--- config.mk ---
export PLATFORM = sky130hd
export DESIGN_NAME = digit_serial_subtractor
export DESIGN_NICKNAME = d
export VERILOG_FILES = /design/src/rtl/digit_serial_subtractor_pkg.sv /design/src/rtl/digit_serial_subtractor_digit_sub.sv /design/src/rtl/digit_serial_subtractor.sv
export SDC_FILE = /design/constraint.sdc
export NUM_CORES = 1
export LEC_CHECK = 0
export BUFFER_PORTS_ARGS = -buffer_cell sky130_fd_sc_hd__buf_2
export CAP_MARGIN = 20
export CORE_ASPECT_RATIO = 1.25
export CORE_MARGIN = 2
export CORE_UTILIZATION = 54
export CTS_CLUSTER_DIAMETER = 60
export CTS_CLUSTER_SIZE = 8
export DETAILED_ROUTE_END_ITERATION = 6
export GPL_ROUTABILITY_DRIVEN = 0
export GPL_TIMING_DRIVEN = 1
export PLACE_DENSITY = 0.78
export SKIP_CTS_REPAIR_TIMING = 1
export SLEW_MARGIN = 20
export SYNTH_ARGS = -nofsm -noshare
export SYNTH_HDL_FRONTEND = slang
export SYNTH_SLANG_ARGS = --single-unit
export TNS_END_PERCENT = 20
--- constraint.sdc ---
create_clock -name clk -period 2.8 [get_ports clk]
set_input_delay 0.14 -clock clk [delete_from_list [all_inputs] [get_ports clk]]
set_output_delay 0.14 -clock clk [all_outputs]
set_load 0.005 [all_outputs]
--- src/rtl/digit_serial_subtractor_pkg.sv ---
// Shared definitions for the digit-serial subtractor: FSM encodings, default
// geometry and helpers that derive the digit count and counter width.
package digit_serial_subtractor_pkg;

   localparam int DEF_WIDTH = 16;
   localparam int DEF_DIGIT = 4;

   typedef logic [1:0] state_t;

   localparam state_t ST_IDLE = 2'd0;
   localparam state_t ST_RUN  = 2'd1;
   localparam state_t ST_DONE = 2'd2;

   function automatic int ndig_of(input int width, input int digit);
      return width / digit;
   endfunction

   // A single-digit operation still needs one counter bit to exist.
   function automatic int cnt_width(input int ndig);
      return (ndig > 1) ? $clog2(ndig) : 1;
   endfunction

endpackage

--- src/rtl/digit_serial_subtractor_digit_sub.sv ---
// DIGIT-wide combinational subtract with borrow: a ripple of full-adder cells
// computing a + ~b + ~bin, so the carry chain carries the inverted borrow.
module digit_sub
   import digit_serial_subtractor_pkg::*;
#(
   parameter int DIGIT = DEF_DIGIT
) (
   input  logic [DIGIT-1:0] a_dig,
   input  logic [DIGIT-1:0] b_dig,
   input  logic             bin,
   output logic [DIGIT-1:0] d,
   output logic             bout
);

   logic [DIGIT:0]   carry;
   logic [DIGIT-1:0] b_inv;

   assign b_inv    = ~b_dig;
   assign carry[0] = ~bin;

   for (genvar i = 0; i < DIGIT; i++) begin : g_fa
      assign d[i]       = a_dig[i] ^ b_inv[i] ^ carry[i];
      assign carry[i+1] = (a_dig[i] & b_inv[i]) | (carry[i] & (a_dig[i] ^ b_inv[i]));
   end

   assign bout = ~carry[DIGIT];

endmodule

--- src/rtl/digit_serial_subtractor.sv ---
// Multi-cycle subtractor: diff = a - b - bin, DIGIT bits per clock, LSB digit
// first, with the running borrow held in a flop between digits.
module digit_serial_subtractor
   import digit_serial_subtractor_pkg::*;
#(
   parameter int WIDTH = DEF_WIDTH,
   parameter int DIGIT = DEF_DIGIT
) (
   input  logic             clk,
   input  logic             rst_n,
   input  logic             start,
   input  logic [WIDTH-1:0] a,
   input  logic [WIDTH-1:0] b,
   input  logic             bin,
   output logic             ready,
   output logic [WIDTH-1:0] diff,
   output logic             bout,
   output logic             ovf,
   output logic             done
);

   localparam int NDIG  = ndig_of(WIDTH, DIGIT);
   localparam int CNT_W = cnt_width(NDIG);

   state_t            state;
   logic [CNT_W-1:0]  cnt;
   logic              borrow;
   logic [WIDTH-1:0]  a_sr;
   logic [WIDTH-1:0]  b_sr;
   logic [WIDTH-1:0]  res_sr;
   logic              a_msb;
   logic              b_msb;

   logic [DIGIT-1:0]  dig_d;
   logic              dig_bout;
   logic              accept;
   logic              running;
   logic              last_dig;
   logic [WIDTH-1:0]  res_next;

   assign ready    = (state != ST_RUN);
   assign done     = (state == ST_DONE);
   assign accept   = start & ready;
   assign running  = (state == ST_RUN);
   assign last_dig = running && (cnt == CNT_W'(NDIG - 1));

   digit_sub #(
      .DIGIT (DIGIT)
   ) u_digit_sub (
      .a_dig (a_sr[DIGIT-1:0]),
      .b_dig (b_sr[DIGIT-1:0]),
      .bin   (borrow),
      .d     (dig_d),
      .bout  (dig_bout)
   );

   // New digit enters at the top so after NDIG shifts the LSB digit sits at bit 0.
   assign res_next = (res_sr >> DIGIT) | (WIDTH'(dig_d) << (WIDTH - DIGIT));

   // Control and architectural outputs: FSM, digit counter, borrow, result ports.
   always_ff @(posedge clk or negedge rst_n) begin
      if (!rst_n) begin
         state  <= ST_IDLE;
         cnt    <= '0;
         borrow <= 1'b0;
         diff   <= '0;
         bout   <= 1'b0;
         ovf    <= 1'b0;
      end else begin
         case (state)
            ST_IDLE: if (start) state <= ST_RUN;
            ST_RUN:  if (last_dig) state <= ST_DONE;
            ST_DONE: state <= start ? ST_RUN : ST_IDLE;
            default: state <= ST_IDLE;
         endcase

         if (accept) begin
            cnt    <= '0;
            borrow <= bin;
         end else if (running) begin
            cnt    <= cnt + 1'b1;
            borrow <= dig_bout;
         end

         if (last_dig) begin
            diff <= res_next;
            bout <= dig_bout;
            ovf  <= (a_msb != b_msb) && (res_next[WIDTH-1] != a_msb);
         end
      end
   end

   // Operand and partial-result shift registers carry no reset: every digit is
   // rewritten before it can reach diff.
   always_ff @(posedge clk) begin
      if (accept) begin
         a_sr  <= a;
         b_sr  <= b;
         a_msb <= a[WIDTH-1];
         b_msb <= b[WIDTH-1];
      end else if (running) begin
         a_sr   <= a_sr >> DIGIT;
         b_sr   <= b_sr >> DIGIT;
         res_sr <= res_next;
      end
   end

endmodule
==> run_results.csv <==
group,metric,value,unit
pwr,p_sw,1124,uW
cells_and_area,drive_gt1_frac,0.4848,
floorplan,io_pins,56,
synthesis,synth_nets,202,
timing,worst_pin_slew,0.5568,ns
cts,cts-root-buf,"clkbuf_8",
job,maxCapViolations,0,
pwr,combPwrFrac,0.312,
floorplan,fp.dieW,68.84,um
synthesis,muxShareOfSynthArea,0.1834,
pwr,intPower,2835,uW
detailed_routing,wl_met1,1868,um
timing,hold_viol_final,0,
setup_path,rr_worst_depth,9,
timing,setup_tns,0,ns
cts,cts.sinks,69,
synthesis,synth_top_family_by_area,"multiplexers",
cts,clk_latency,0.34,ns
synthesis,synth_cell_types,24,
pwr,p_clk_frac,0.194,
cells_and_area,fillCellCount,371,
global_route,grt_pass1_vias,1564,
outcome,status,"finished clean",
setup_path,critPathCapture,"ovf",
setup_path,crit_fanout,4,
setup_path,worst_setup_path_start_kind,"register",
detailed_routing,wl,4545,um
setup_path,crit_path_start,"borrow",
global_route,grt_max_degree,33,
floorplan,initial_utilization,0.5586,
floorplan,fp.dieH,85.05,um
cells_and_area,fin_util,0.6665,
global_route,antenna_found_initial,0,
cells_and_area,fin_nets,267,
timing,max_slew_margin,0.6288,
detailed_routing,wl_met3,305,um
synthesis,synth-simple-area-share,0.05247,
cts,cts_htree_levels,3,
timing,fmax,413.9,MHz
detailed_routing,drc,0,
pwr,cellPowerDensity,1169,nW/um^2
detailed_routing,wl_met2,2318,um
synthesis,syn_area,2838,um^2
timing,min_period_over_period,0.8629,
placed_design,dp_hpwl,3063,um
timing,finalSetupViolCount,0,
cells_and_area,area_growth,19.31,%
synthesis,ys_warn_count,0,
synthesis,synth_flop_cell,"edfxtp_1",
synthesis,yosys.area_share.adder,0.03263,
cells_and_area,final_area,3386,um^2
cts,cts_tree,"yes",
synthesis,synth-edff-count,46,
global_route,grt_pass1_wl,7058,um
detailed_routing,vias_per_cell,5.215,
setup_path,regToRegSetupSlack,0.38,ns
hold_path,hold_path_class,"input pin to register",
detailed_routing,routedWlPerCell,15.51,um
pwr,totalPowerFinal,3960,uW
setup_path,critPathArrivalTime,2.68,ns
pwr,p_seq_frac,0.494,
pwr,ir_worst_vdd,0.0005402,V
setup_path,rr_startpoint,"borrow",
cells_and_area,diodes,0,
timing,fin_crit,2.416,ns
detailed_routing,drt_iter0_drc,103,
floorplan,core-area,5080,um^2
setup_path,path_class,"register to register",
setup_path,crit_required,3.06,ns
setup_path,r2r_end,"ovf",
synthesis,async_reset_ff_frac,0.3333,
setup_path,cp-end-kind,"register",
synthesis,ys_seq_area_frac,0.6896,
pwr,swShare,0.2839,
synthesis,synthCells,161,
detailed_routing,postRouteAntennaNets,0,
detailed_routing,drt_first_pass_iters,4,
detailed_routing,top_layer,"met4",
timing,finClkSkew,0.01013,ns
global_route,grt.total_usage,0.1726,
placed_design,postPlaceCellArea,3164,um^2
cts,clk_pin_slew_worst_paths,0.07,ns
timing,rsz0062_at_grt,"no",
pwr,leakage,0.001528,uW
placed_design,port_buffers,55,
global_route,grt_overflow,0,
synthesis,syn_avg_cell_area,17.63,um^2
hold_path,hold_depth,2,
detailed_routing,vias,1528,
floorplan,row_count,29,
synthesis,synthXorXnorAreaFrac,0,
synthesis,ys_ff_latch,69,
cts,cts_buffers,9,
cts,clockBufferDepth,2,
synthesis,synth_compound_area_frac,0.01279,
floorplan,die_area,5855,um^2
timing,slew_viol_final,0,
==> layer usage <==
metal,vias up,GRT usage
li1,717,-
met1,750,0.1958
met2,55,0.2771
met3,6,0.06499
met4,0,0.09091
met5,-,0
==> Yosys cell counts (all sizes together), types with 2 or more instances <==
master | instances | share of area
edfxtp | 46 | 0.49
mux2 | 39 | 0.18
dfrtp | 23 | 0.20
inv | 11 | 0.015
and3 | 8 | 0.018
nand2 | 7 | 0.0093
buf | 5 | 0.013
o21ai | 5 | 0.0088
fa | 4 | 0.028
nand3 | 2 | 0.0035
==> stage by stage <==
stage / hold slack [ns] / worst slack [ns] / cells
finish: 0.09691 / 0.3840 / 293
detailed placement: 0.1488 / 0.3887 / 274
global route: 0.08740 / 0.2396 / 293
floorplan: -0.1556 / 0.5222 / 161
CTS: -0.2286 / 0.3754 / 290
global placement: 0.1449 / 0.4654 / 274
==> cell type report <==
type	count	area, um^2	share of cell area
clock buffers	16	191.4	0.05654
well taps	62	77.57	0.02291
repair buffers	60	320.3	0.09460
flip-flops and latches	69	1957	0.5780
inverters	11	41.29	0.01220
multi-input cells	75	798.3	0.2358
==> logic make-up after synthesis <==
family                   count (synthesis)
flip-flops                              69
AO/OA/AOI/OAI                            7
AND/OR/NAND/NOR                         23
multiplexers                            40
buffers and inverters                   17
adder cells (fa/ha/maj)                  5
==> layout by cell type, fill, tap and decap left out, drive strengths merged, types with 2 or more instances in the layout <==
cell          n
o21ai         5
dlygate4sd3   3
dfrtp        23
inv          11
and3          8
clkbuf       16
nand3         2
nand2         7
edfxtp       46
buf          57
mux2         39
fa            4
==> flip-flops by register name, indices dropped and copies added (netlist names) <==
| name | flops |
|---|---|
| cnt | 2 |
| res_sr | 12 |
| borrow | 1 |
| ovf | 1 |
| state | 2 |
| b_sr | 16 |
| a_sr | 16 |
| a_msb | 1 |
| bout | 1 |
| diff | 16 |
| b_msb | 1 |
==> power by group through the flow <==
stage	sequential (uW)	combinational, uW	clock [uW]
2_1_floorplan	1940	891	0
3_3_place_gp	1950	1190	0
3_5_place_dp	1980	1250	0
4_1_cts	1970	1260	789
5_1_grt	2020	1380	823
6_report	1960	1230	768
==> worst max-delay path, cell delays in order, from the launching register on <==
cell and delay, ns:
dfrtp_1 0.34, inv_1 0.06, fa_1 0.44, fa_1 0.37, inv_1 0.07, fa_1 0.18
fa_1 0.46, nor3b_1 0.22, a21oi_1 0.05, o21ai_0 0.15
==> worst min-delay path by stage <==
stage           from       end  slack, ns
5_1_grt         b[0]   b_sr[0]       0.09
4_1_cts        rst_n   diff[2]      -0.23
3_3_place_gp   rst_n   diff[7]       0.14
6_report       b[10]  b_sr[10]        0.1
3_5_place_dp   rst_n   diff[7]       0.15
2_1_floorplan  rst_n    borrow      -0.16
Note: power is estimated with default switching activity, not from simulation.
